### src/rtl/mxrv_pkg.sv
// Shared RV32/RV64 base-ISA decode constants and the decoded-bundle layout
// used by the instruction-decode pipe.
package mxrv_pkg;

    localparam logic [6:0] OPC_LUI     = 7'b0110111;
    localparam logic [6:0] OPC_AUIPC   = 7'b0010111;
    localparam logic [6:0] OPC_JAL     = 7'b1101111;
    localparam logic [6:0] OPC_JALR    = 7'b1100111;
    localparam logic [6:0] OPC_BRANCH  = 7'b1100011;
    localparam logic [6:0] OPC_LOAD    = 7'b0000011;
    localparam logic [6:0] OPC_STORE   = 7'b0100011;
    localparam logic [6:0] OPC_OPIMM   = 7'b0010011;
    localparam logic [6:0] OPC_OP      = 7'b0110011;
    localparam logic [6:0] OPC_MISCMEM = 7'b0001111;
    localparam logic [6:0] OPC_SYSTEM  = 7'b1110011;

    localparam logic [6:0] F7_ZERO   = 7'b0000000;
    localparam logic [6:0] F7_ALT    = 7'b0100000;
    localparam logic [6:0] F7_MULDIV = 7'b0000001;

    localparam logic [2:0] F3_ADD  = 3'b000;
    localparam logic [2:0] F3_SLL  = 3'b001;
    localparam logic [2:0] F3_SR   = 3'b101;
    localparam logic [2:0] F3_PRIV = 3'b000;
    localparam logic [2:0] F3_RSVD = 3'b100;

    typedef enum logic [2:0] {
        IT_R    = 3'd0,
        IT_I    = 3'd1,
        IT_S    = 3'd2,
        IT_B    = 3'd3,
        IT_U    = 3'd4,
        IT_J    = 3'd5,
        IT_NONE = 3'd6
    } itype_e;

    typedef struct packed {
        logic [6:0] opcode;
        logic [4:0] rd;
        logic [4:0] rs1;
        logic [4:0] rs2;
        logic [2:0] funct3;
        logic [6:0] funct7;
        itype_e     itype;
        logic       rd_we;
        logic       rs1_re;
        logic       rs2_re;
        logic       mext;
        logic       illegal;
    } dec_fields_t;

endpackage

### src/rtl/mxrv_id_dec.sv
// Pure combinational RISC-V base-ISA decoder for one 32-bit instruction.
// Define MXRV_ID_M_EXT_EN to accept the M-extension (OP, funct7=0000001).
module mxrv_id_dec import mxrv_pkg::*; #(
    parameter int XLEN = 32
) (
    input  logic [31:0]     inst,
    output dec_fields_t     fields,
    output logic [XLEN-1:0] imm
);

    logic [2:0] f3;
    logic [6:0] f7;
    logic       shamt_hi_bad;
    itype_e     fmt;
    logic       legal;
    logic       wr;
    logic       rd1;
    logic       rd2;
    logic       mx;

    assign f3 = inst[14:12];
    assign f7 = inst[31:25];
    // On RV32 the shift amount is only 5 bits, so inst[25] must be clear.
    assign shamt_hi_bad = (XLEN == 32) && inst[25];

    always_comb begin
        fmt   = IT_NONE;
        legal = 1'b0;
        wr    = 1'b0;
        rd1   = 1'b0;
        rd2   = 1'b0;
        mx    = 1'b0;
        case (inst[6:0])
            OPC_LUI, OPC_AUIPC: begin fmt = IT_U; legal = 1'b1; wr = 1'b1; end
            OPC_JAL:            begin fmt = IT_J; legal = 1'b1; wr = 1'b1; end
            OPC_JALR: begin
                fmt = IT_I; wr = 1'b1; rd1 = 1'b1;
                legal = (f3 == F3_ADD);
            end
            OPC_BRANCH: begin
                fmt = IT_B; rd1 = 1'b1; rd2 = 1'b1;
                legal = (f3[2:1] != 2'b01);
            end
            OPC_LOAD: begin
                fmt = IT_I; wr = 1'b1; rd1 = 1'b1;
                legal = (f3 != 3'b111) && ((XLEN == 64) || (f3 != 3'b011 && f3 != 3'b110));
            end
            OPC_STORE: begin
                fmt = IT_S; rd1 = 1'b1; rd2 = 1'b1;
                legal = !f3[2] && ((XLEN == 64) || (f3 != 3'b011));
            end
            OPC_OPIMM: begin
                fmt = IT_I; wr = 1'b1; rd1 = 1'b1;
                case (f3)
                    F3_SLL:  legal = (inst[31:26] == 6'b000000) && !shamt_hi_bad;
                    F3_SR:   legal = (inst[31:26] == 6'b000000 || inst[31:26] == 6'b010000)
                                     && !shamt_hi_bad;
                    default: legal = 1'b1;
                endcase
            end
            OPC_OP: begin
                fmt = IT_R; wr = 1'b1; rd1 = 1'b1; rd2 = 1'b1;
                if (f7 == F7_ZERO)
                    legal = 1'b1;
                else if (f7 == F7_ALT)
                    legal = (f3 == F3_ADD) || (f3 == F3_SR);
                else if (f7 == F7_MULDIV) begin
`ifdef MXRV_ID_M_EXT_EN
                    legal = 1'b1;
                    mx    = 1'b1;
`else
                    legal = 1'b0;
`endif
                end
            end
            // FENCE / FENCE.I carry no architectural register traffic.
            OPC_MISCMEM: begin
                fmt = IT_I;
                legal = (f3[2:1] == 2'b00);
            end
            OPC_SYSTEM: begin
                fmt = IT_I;
                legal = (f3 != F3_RSVD);
                wr    = (f3 != F3_PRIV);
                rd1   = (f3 != F3_PRIV) && !f3[2];
            end
            default: fmt = IT_NONE;
        endcase
    end

    always_comb begin
        fields        = '0;
        imm           = '0;
        fields.opcode = inst[6:0];
        fields.itype  = fmt;
        case (fmt)
            IT_R: begin
                fields.rd = inst[11:7]; fields.rs1 = inst[19:15]; fields.rs2 = inst[24:20];
                fields.funct3 = f3; fields.funct7 = f7;
            end
            IT_I: begin
                fields.rd = inst[11:7]; fields.rs1 = inst[19:15]; fields.funct3 = f3;
                imm = {{(XLEN-12){inst[31]}}, inst[31:20]};
            end
            IT_S: begin
                fields.rs1 = inst[19:15]; fields.rs2 = inst[24:20]; fields.funct3 = f3;
                imm = {{(XLEN-12){inst[31]}}, inst[31:25], inst[11:7]};
            end
            IT_B: begin
                fields.rs1 = inst[19:15]; fields.rs2 = inst[24:20]; fields.funct3 = f3;
                imm = {{(XLEN-12){inst[31]}}, inst[7], inst[30:25], inst[11:8], 1'b0};
            end
            IT_U: begin
                fields.rd = inst[11:7];
                imm = {{(XLEN-31){inst[31]}}, inst[30:12], 12'b0};
            end
            IT_J: begin
                fields.rd = inst[11:7];
                imm = {{(XLEN-20){inst[31]}}, inst[19:12], inst[20], inst[30:21], 1'b0};
            end
            default: fields.rd = 5'd0;
        endcase
        fields.rd_we   = wr && legal && (fields.rd != 5'd0);
        fields.rs1_re  = rd1 && legal;
        fields.rs2_re  = rd2 && legal;
        fields.mext    = mx && legal;
        fields.illegal = !legal;
    end

endmodule

### src/rtl/mxrv_id_pipe.sv
// Instruction-decode stage: decoder on the input side feeding a two-entry
// skid buffer (main + skid). M-extension decode enabled by MXRV_ID_M_EXT_EN.
module mxrv_id_pipe import mxrv_pkg::*; #(
    parameter int XLEN = 32,
    parameter int PC_W = 32
) (
    input  logic            clk,
    input  logic            rst,
    input  logic            flush_i,
    input  logic            inst_valid_i,
    output logic            inst_ready_o,
    input  logic [31:0]     inst_data_i,
    input  logic [PC_W-1:0] inst_pc_i,
    output logic            dec_valid_o,
    input  logic            dec_ready_i,
    output logic [PC_W-1:0] dec_pc_o,
    output logic [6:0]      opcode_o,
    output logic [4:0]      rd_o,
    output logic [4:0]      rs1_o,
    output logic [4:0]      rs2_o,
    output logic [2:0]      funct3_o,
    output logic [6:0]      funct7_o,
    output logic [XLEN-1:0] imm_o,
    output logic [2:0]      itype_o,
    output logic            rd_we_o,
    output logic            rs1_re_o,
    output logic            rs2_re_o,
    output logic            mext_o,
    output logic            illegal_o
);

    dec_fields_t     in_f;
    logic [XLEN-1:0] in_imm;

    dec_fields_t     main_f_p1;
    dec_fields_t     skid_f_p1;
    logic [XLEN-1:0] main_imm_p1;
    logic [XLEN-1:0] skid_imm_p1;
    logic [PC_W-1:0] main_pc_p1;
    logic [PC_W-1:0] skid_pc_p1;
    logic            main_vld_p1;
    logic            skid_vld_p1;
    logic            rdy_p1;

    logic push, pop;
    logic ld_main_in, ld_main_skid, ld_skid;
    logic main_vld_nxt, skid_vld_nxt;

    mxrv_id_dec #(.XLEN(XLEN)) u_dec (
        .inst   (inst_data_i),
        .fields (in_f),
        .imm    (in_imm)
    );

    assign push = inst_valid_i && rdy_p1;
    assign pop  = main_vld_p1 && dec_ready_i;

    always_comb begin
        ld_main_in   = 1'b0;
        ld_main_skid = 1'b0;
        ld_skid      = 1'b0;
        main_vld_nxt = main_vld_p1;
        skid_vld_nxt = skid_vld_p1;
        if (!main_vld_p1) begin
            if (push) begin
                ld_main_in   = 1'b1;
                main_vld_nxt = 1'b1;
            end
        end else if (pop) begin
            if (skid_vld_p1) begin
                ld_main_skid = 1'b1;
                skid_vld_nxt = 1'b0;
            end else if (push) begin
                ld_main_in = 1'b1;
            end else begin
                main_vld_nxt = 1'b0;
            end
        end else if (push) begin
            ld_skid      = 1'b1;
            skid_vld_nxt = 1'b1;
        end
    end

    // p0 -> p1: decoded bundle captured into main or skid
    always_ff @(posedge clk) begin
        if (rst) begin
            main_vld_p1 <= 1'b0;
            skid_vld_p1 <= 1'b0;
            rdy_p1      <= 1'b1;
            main_f_p1   <= '0;
            main_imm_p1 <= '0;
            main_pc_p1  <= '0;
            skid_f_p1   <= '0;
            skid_imm_p1 <= '0;
            skid_pc_p1  <= '0;
        end else if (flush_i) begin
            main_vld_p1 <= 1'b0;
            skid_vld_p1 <= 1'b0;
            rdy_p1      <= 1'b1;
        end else begin
            main_vld_p1 <= main_vld_nxt;
            skid_vld_p1 <= skid_vld_nxt;
            rdy_p1      <= !skid_vld_nxt;
            if (ld_main_in) begin
                main_f_p1   <= in_f;
                main_imm_p1 <= in_imm;
                main_pc_p1  <= inst_pc_i;
            end else if (ld_main_skid) begin
                main_f_p1   <= skid_f_p1;
                main_imm_p1 <= skid_imm_p1;
                main_pc_p1  <= skid_pc_p1;
            end
            if (ld_skid) begin
                skid_f_p1   <= in_f;
                skid_imm_p1 <= in_imm;
                skid_pc_p1  <= inst_pc_i;
            end
        end
    end

    assign inst_ready_o = rdy_p1;
    assign dec_valid_o  = main_vld_p1;
    assign dec_pc_o     = main_pc_p1;
    assign opcode_o     = main_f_p1.opcode;
    assign rd_o         = main_f_p1.rd;
    assign rs1_o        = main_f_p1.rs1;
    assign rs2_o        = main_f_p1.rs2;
    assign funct3_o     = main_f_p1.funct3;
    assign funct7_o     = main_f_p1.funct7;
    assign imm_o        = main_imm_p1;
    assign itype_o      = main_f_p1.itype;
    assign rd_we_o      = main_f_p1.rd_we;
    assign rs1_re_o     = main_f_p1.rs1_re;
    assign rs2_re_o     = main_f_p1.rs2_re;
    assign mext_o       = main_f_p1.mext;
    assign illegal_o    = main_f_p1.illegal;

endmodule

### config.mk
export PLATFORM = sky130hd
export DESIGN_NAME = mxrv_id_pipe
export DESIGN_NICKNAME = d
export VERILOG_FILES = /design/src/rtl/mxrv_pkg.sv /design/src/rtl/mxrv_id_dec.sv /design/src/rtl/mxrv_id_pipe.sv
export SDC_FILE = /design/constraint.sdc
export NUM_CORES = 1
export LEC_CHECK = 0
export BUFFER_PORTS_ARGS = -buffer_cell sky130_fd_sc_hd__buf_2
export CORE_ASPECT_RATIO = 1.75
export CORE_UTILIZATION = 50
export CTS_CLUSTER_DIAMETER = 100
export DETAILED_ROUTE_END_ITERATION = 7
export PLACE_DENSITY = 0.76
export SYNTH_ARGS = -nofsm -noshare
export SYNTH_HDL_FRONTEND = slang
export SYNTH_SLANG_ARGS = --single-unit
### constraint.sdc
create_clock -name clk -period 1.82 [get_ports clk]
set_input_delay 0.182 -clock clk [delete_from_list [all_inputs] [get_ports clk]]
set_output_delay 0.182 -clock clk [all_outputs]
set_load 0.005 [all_outputs]
==> metrics.md, run 1 <==
| Metric | Value |
|---|---|
| Finish-stage setup viols | `0` |
| Critical path type | `reg -> reg` |
| DR WL/cell | `roughly 18 um` |
| Post-synth EDFFs | `0` |
| Clk network pwr share | `0.402` |
| Slew margin rel. | `0.624` |
| Detailed Route Iter0 Violations | `526` |
| Vias in the first global route | `8,340` |
| First-pass GRT wire length | `42,200 um` |
| CTS sink cnt | `209` |
| Worst setup EP type | `register` |
| WP data required | `2.24 ns` |
| Placer Congestion | `a little over 0.9` |
| Largest net degree at the start of global routing | `just under 100` |
| Fin crit share | `0.953` |
| Leading area contributor after synthesis | `dfxtp_1` |
| Synth Flop Type | `dfxtp_1` |
| Synth top area share | `0.466` |
| Die ar. | `about 19,000 um2` |
| Setup TNS | `0 ns` |
| Final Skew | `0.0123 ns` |
| Clock slew at reported path FFs | `0.07 ns` |
| Drc violations | `0` |
| Commonest non-fill, non-tap cells in the layout | `nand2_1 (266), dfxtp_1 (208), buf_2 (172)` |
| Startpoint Class | `register` |
| Clk Latency, worst-skew pair | `0.49 ns` |
| Commonest non-fill, non-tap cell in the layout | `nand2_1` |
| Net Sw Power | `between 0.002 and 0.0025 W` |
| Mapped Area | `~9000 um2` |
| Sequential power share | `0.475` |
| Drt pass-1 iters | `5` |
| Core area | `17,500 um2` |
| Crit path largest cell delay | `approximately 0.42 ns` |
| CP cell instances | `nand2_1, a221o_2, buf_12, buf_4, or3_1, a21oi_1` |
| Initial Utilization | `0.512` |
| Overflow after GRT | `0` |
| Fmax | `0.576 GHz` |
| Seq/Total Area, Yosys | `0.466` |
| Worst setup path startpoint | `skid_vld_p1` |
| Crit path buf inv count | `2` |
| Unrepaired setup endpoints after global routing | `no` |
| Initial antenna violation count | `0` |
| Vias | `9,223` |
| Rows | `64` |
| Worst-path fanout max | `7` |
| Pleak | `4.56 nW` |
| Cts bufs inserted | `19` |
| Max Slew Vio Count | `0` |
| Reg2reg path depth | `6` |
| Reg2reg start | `skid_vld_p1` |
| Net Sw Frac | `0.247` |
| Worst slew pin tran | `0.564 ns` |
| Layout cells sized above 1 | `0.242` |
| Hold Path Sink | `skid_f_p1[18]` |
| Crit-path slowest cell | `a221o_2` |
| Max-Cap Viols | `0` |
| N_diodes | `0` |
| Synth warnings | `0` |
| Largest delay share family, worst path | `compound AO/OA/AOI/OAI gates` |
| Total track usage | `0.291` |
| Worst r2r dst | `itype_o[2]` |
| Height of the die | `about 180 um` |
| CTS tree | `done` |
| Comb pwr share | `0.123` |
| Area delta synth->final | `30.1%` |
| Post-synth cell types | `69` |
| Post-DRT Antenna Nets | `0` |
| CTS root buffer | `clkbuf_16` |
| Hold path startpoint | `inst_data_i[20]` |
| Maximum vdd ir drop | `899 uV` |
| I/O pins | `175` |
| Post-route minimum period | `~1.7 ns` |
| Syn avg cell area | `approximately 7.9 um2` |
| Maximum buffer depth of the clock tree | `3` |
| PD cells | `861 nW/um2` |
| Post-DP HPWL | `18,500 um` |
| R2r setup slk | `0.08 ns` |
| Net count after synthesis | `1,199` |
| Post-synthesis async set-or-reset flop share | `0` |
| Fillers | `1,449` |
| H-tree levels | `1` |
| P_int | `between 0.007 and 0.008 W` |
| Chip width | `103 um` |
| Final hold vios | `0` |
| WL final | `roughly 28,000 um` |
| Cell count of the worst hold path | `3` |
| Synth Instances | `1,130` |
| Final net count | `1,426` |
| Status | `finished, final reports clean` |
| Total chip power | `0.0101 W` |
| Largest cells by area after synthesis | `dfxtp_1 (47%), nand2_1 (11%), a21oi_1 (7.1%)` |
| Vias per cell | `5.77` |
| PortBufs | `about 170` |
| Hold Path Class | `in -> reg` |
| CP arrival | `2.15 ns` |
| Seq cells post-synth | `209` |
## sequential cells by signal (all words and copies together) (netlist names)
| name | count |
|---|---|
| skid_pc_p1 | 32 |
| imm_o | 32 |
| opcode_o | 7 |
| skid_f_p1 | 39 |
| rd_o | 5 |
| dec_pc_o | 32 |
| rs2_re_o | 1 |
| dec_valid_o | 1 |
| skid_vld_p1 | 1 |
| funct3_o | 3 |
| illegal_o | 1 |
| inst_ready_o | 1 |
| rs1_o | 5 |
| itype_o | 3 |
| rd_we_o | 1 |
| funct7_o | 7 |
| rs1_re_o | 1 |
| skid_imm_p1 | 32 |
| rs2_o | 5 |
## cell usage after synthesis (all sizes together), types with 2 or more instances
cell,number
nor2b,5
or3,3
nor2,99
nor3,15
and2,7
dfxtp,209
o21ai,49
o2111ai,2
a31o,2
a21o,6
a311oi,57
nand2,266
a31oi,8
buf,40
a21oi,131
o21bai,2
o22ai,6
inv,7
a221oi,16
and3b,2
nor4,3
clkbuf,63
nand2b,8
a221o,2
o211a,2
a32o,2
o41ai,2
and3,2
a211oi,10
nand3,59
a22oi,19
## worst min-delay path, stage by stage
cell and delay [ns]:
buf_2 0.14, nand3_1 0.07, a21oi_1 0.05
## power groups by stage
| stage | logic (W) | registers [W] | clock network (W) |
|---|---|---|---|
| 2_1_floorplan | 0.000548 | 0.00489 | 0 |
| 3_3_place_gp | 0.00110 | 0.00488 | 0 |
| 3_5_place_dp | 0.00111 | 0.00488 | 0 |
| 4_1_cts | 0.00118 | 0.00478 | 0.00409 |
| 5_1_grt | 0.00134 | 0.00479 | 0.00428 |
| 6_report | 0.00123 | 0.00478 | 0.00404 |
## area by class of cell
type,count,area (um2),share of cell area
timing repair buffer,309,2200,0.189
sequential,209,4190,0.358
inverter,8,30.0,0.00257
clock buffer,27,536,0.0459
tap,231,289,0.0248
multi-input combinational,810,4350,0.373
clock inverter,5,78.8,0.00675
## through the flow
step	instances	hold WS (ns)	area (um2)	utilization	worst slack [ns]
global route	1599	0.0127	11700	0.666	0.00532
finish	1599	0.0141	11700	0.666	0.0849
CTS	1592	0.00193	11600	0.660	-0.0166
global placement	1519	0.434	10500	0.601	-0.0672
floorplan	1130	0.260	8970	-	0.0435
detailed placement	1519	0.432	10500	0.601	-0.0702
## routing by layer
| layer | track usage | part of all wire | up-vias |
|---|---|---|---|
| met5 | 0 | 0 | - |
| met1 | 0.327 | 0.36 | 4329 |
| met4 | 0.191 | 0.069 | 0 |
| li1 | - | - | 4428 |
| met2 | 0.506 | 0.51 | 360 |
| met3 | 0.0359 | 0.055 | 106 |
## cells by family after synthesis
group,synth area share
compound gates,0.245
fa+ha+maj,0.00112
buf+inv,0.0543
flops,0.466
mux,0.00126
other cells,0.000418
simple gates,0.232
## worst max-delay path by stage
| stage | to | slack [ns] | cells after the start |
|---|---|---|---|
| 5_1_grt | itype_o[0] | 0.005 | 7 |
| 2_1_floorplan | itype_o[0] | 0.04 | 6 |
| 6_report | itype_o[2] | 0.08 | 6 |
| 4_1_cts | imm_o[28] | -0.02 | 6 |
| 3_5_place_dp | rs1_re_o | -0.07 | 7 |
| 3_3_place_gp | rs1_re_o | -0.07 | 7 |
## what timing repair did
item,4_1_cts,5_1_grt
buffers inserted,0,4
endpoints found under the setup margin,15,55
gates cloned,0,3
hold buffers,41,0
pin swaps,0,1
endpoints found under the hold margin,78,0
resized for setup,1,7
No activity file was read; power rests on OpenSTA's default activity.
==> inputs of run 2 (changes only) <==
--- a/config.mk
+++ b/config.mk
@@ -7,10 +7,11 @@
 export LEC_CHECK = 0
 export BUFFER_PORTS_ARGS = -buffer_cell sky130_fd_sc_hd__buf_2
 export CORE_ASPECT_RATIO = 1.75
-export CORE_UTILIZATION = 50
+export CORE_UTILIZATION = 52
 export CTS_CLUSTER_DIAMETER = 100
 export DETAILED_ROUTE_END_ITERATION = 7
-export PLACE_DENSITY = 0.76
+export PLACE_DENSITY = 0.77
 export SYNTH_ARGS = -nofsm -noshare
 export SYNTH_HDL_FRONTEND = slang
+export SYNTH_HIERARCHICAL = 1
 export SYNTH_SLANG_ARGS = --single-unit
==> metrics.md, run 2 <==
| Metric | Value |
|---|---|
| Highest metal used | `met4` |
| Drt pass-1 iters | `6 (+1)` |
| Crit path to | `skid_pc_p1[17]` |
| I/O pins | `175 (unchanged)` |
| CTS tree | `done` |
| Core Util, Final | `0.646 (-0.0193)` |
| H-tree levels | `1 (unchanged)` |
| Core area | `22,300 um2 (+27%)` |
| Post-synthesis async set-or-reset flop share | `0 (unchanged)` |
| Detailed Route Iter0 Violations | `1,366 (+160%)` |
| Chip width | `116 um (+12%)` |
| Worst-path fanout max | `32 (+25)` |
| Rows | `72 (+13%)` |
| Maximum buffer depth of the clock tree | `3 (unchanged)` |
| Mapped Area | `11,800 um2 (+32%)` |
| Max Slew Vio Count | `0 (unchanged)` |
| Worst setup EP type | `register` |
| Unrepaired setup endpoints after global routing | `no` |
| Cts repair resizes | `0 (-1)` |
| Post-synth EDFFs | `0 (unchanged)` |
| Synth Flop Type | `dfxtp_1` |
| Post-synth cell types | `57 (-17%)` |
| Net count after synthesis | `1,485 (+24%)` |
| Met2 wire len | `20,600 um (+44%)` |
| CP arrival | `2.07 ns (-0.08 ns)` |
| Critical path type | `reg -> reg` |
| Total track usage | `0.354 (+0.0635)` |
| Largest cells by area after synthesis | `dfxtp_1 (36%), a2bb2oi_1 (7.7%), a311oi_2 (7.6%)` |
| Synth top area share | `0.357 (-0.110)` |
| Max-Cap Viols | `0 (unchanged)` |
| CTS sink cnt | `211 (+0.96%)` |
| Commonest non-fill, non-tap cells in the layout | `dfxtp_1 (210), buf_2 (172), o21ai_0 (117)` |
| Post-DRT Antenna Nets | `0 (unchanged)` |
| Met3 WL | `3410 um (+120%)` |
| Cts bufs inserted | `21 (+2)` |
| Clk Latency, worst-skew pair | `0.53 ns (+0.04 ns)` |
| Vias | `13,000 (+41%)` |
| Post-route worst setup slack | `0.158 ns (+0.0730 ns)` |
| Status | `finished, final reports clean` |
| Overflow after GRT | `0 (unchanged)` |
| Synth cell count leaders | `dfxtp_1 (211), clkbuf_1 (127), o21ai_0 (117)` |
| CP cell instances | `nand4b_1, buf_4, o21ai_0, a21oi_1` |
| Worst slew pin tran | `0.539 ns (-0.0247 ns)` |
| Largest net degree at the start of global routing | `108 (+11%)` |
| WL final | `42,000 um (+50%)` |
| R2r setup slk | `0.16 ns (+0.07 ns)` |
| Die ar. | `23,400 um2 (+27%)` |
| Crit path largest cell delay | `0.49 ns (+0.07 ns)` |
| Initial Utilization | `0.532 (+0.0208)` |
| Maximum vdd ir drop | `639 uV (-29%)` |
| Vias in the first global route | `12,700 (+52%)` |
| Final net count | `1,618 (+13%)` |
| Commonest non-fill, non-tap cell in the layout | `dfxtp_1` |
| Drc violations | `0 (unchanged)` |
| Fmax | `0.602 GHz (+4.4%)` |
| Seq/Total Area, Yosys | `0.357 (-0.110)` |
| WP data required | `2.23 ns (about the same)` |
| Synth Instances | `1,416 (+25%)` |
| Slew margin rel. | `0.640 (+0.0165)` |
| Post-CTS Setup Inserts | `0 (unchanged)` |
| Startpoint Class | `register` |
| WL met1 | `15,400 um (+52%)` |
| Synth warnings | `6 (+6)` |
| Worst r2r dst | `skid_pc_p1[17]` |
| Initial antenna violation count | `1 (+1)` |
| CTS root buffer | `clkbuf_16` |
| DR WL/cell | `22.6 um (+29%)` |
| PD cells | `778 nW/um2 (-9.7%)` |
| Final Skew | `0.0206 ns (+0.00830 ns)` |
| Post-route minimum period | `1.66 ns (-0.0730 ns)` |
| Most common cell in the netlist | `dfxtp_1` |
| Vias per cell | `6.97 (+21%)` |
| Crit-path slowest cell | `dfxtp_1` |
| Final hold vios | `0 (unchanged)` |
| Syn avg cell area | `8.37 um2 (+5.4%)` |
| Leading area contributor after synthesis | `dfxtp_1` |
| PortBufs | `174 (+0.58%)` |
| Area delta synth->final | `21.4%` |
| CTS Hold Bufs | `33 (-20%)` |
| Max reg flops | `40 (+2.6%)` |
| Clock slew at reported path FFs | `0.07 ns (about the same)` |
| Seq cells post-synth | `211 (+0.96%)` |
| Worst setup path startpoint | `inst_ready_o` |
| Post-DP HPWL | `24,500 um (+33%)` |
| Layout cells sized above 1 | `0.254 (+0.0119)` |
| Finish-stage setup viols | `0 (unchanged)` |
| Reg2reg path depth | `4 (-2)` |
| Hold Path Class | `in -> reg` |
| First-pass GRT wire length | `66,400 um (+57%)` |
| Pleak | `5.07 nW (+11%)` |
| Fin crit share | `0.913 (-0.0401)` |
| Reg2reg start | `inst_ready_o` |
| Largest Register | `skid_f_p1` |
| Height of the die | `202 um (+13%)` |
| Setup WS pre-CTS | `-0.286 ns (-0.216 ns)` |
| Placer Congestion | `0.922 (-0.22%)` |
[run 2: routing by layer]
layer / vias up / global-route usage
met4: 0 / 0.226
met1: 6306 / 0.424
met5: - / 0
met2: 765 / 0.581
li1: 5746 / -
met3: 160 / 0.0542
[run 2: stage by stage]
step	cell area (um2)	hold slack, ns	TNS, ns	total power, W	cells
after CTS	14400	0.0647	0	0.0111	1860
after global placement	13400	0.447	-3.14	0.00671	1789
after floorplan	11800	0.303	-0.0567	0.00599	1416
after global routing	14400	0.0924	0	0.0115	1861
after detailed placement	13400	0.454	-3.94	0.00673	1789
final	14400	0.0744	0	0.0112	1862
[run 2: report_power, final]
part,switching (W),internal [W]
Combinational,0.00110,0.000743
Sequential,0.000115,0.00478
Clock,0.00193,0.00253
Total,0.00314,0.00805
[run 2: final cells by class]
type / count / area, um2
antenna: 2 / 5.00
clock buffer: 33 / 631
clock inverter: 5 / 56.3
fill: 1839 / 7870
inverter: 5 / 25.0
multi-input combinational: 994 / 6700
sequential: 211 / 4230
tap: 296 / 370
timing repair buffer: 316 / 2370
[run 2: logic make-up after synthesis]
kind of cell / count (synthesis) / share of synthesized area
and+or+nand+nor: 302 / 0.128
buffers and inverters: 211 / 0.0810
AOI/OAI and AO/OA: 689 / 0.433
other: 1 / 0.000317
xor gates and xnor gates: 1 / 0.000739
DFF: 211 / 0.357
muxes: 1 / 0.000951
[run 2: worst min path at each step]
stage | start | endpoint | slack, ns | cells after the start
floorplan | dec_ready_i | skid_vld_p1 | 0.30 | 1
global placement | inst_pc_i[18] | skid_pc_p1[18] | 0.45 | 3
detailed placement | inst_pc_i[31] | skid_pc_p1[31] | 0.45 | 3
CTS | inst_data_i[19] | skid_f_p1[27] | 0.06 | 4
global route | inst_data_i[17] | skid_f_p1[25] | 0.09 | 4
finish | inst_data_i[17] | skid_f_p1[25] | 0.07 | 4
[run 2: critical path: cells and delay by family, from the launching register on]
| kind | cells | cell delay [ns] |
|---|---|---|
| flops | 1 | 0.49 |
| compound gates | 2 | 0.48 |
| buf+inv | 1 | 0.30 |
| simple gates | 1 | 0.24 |
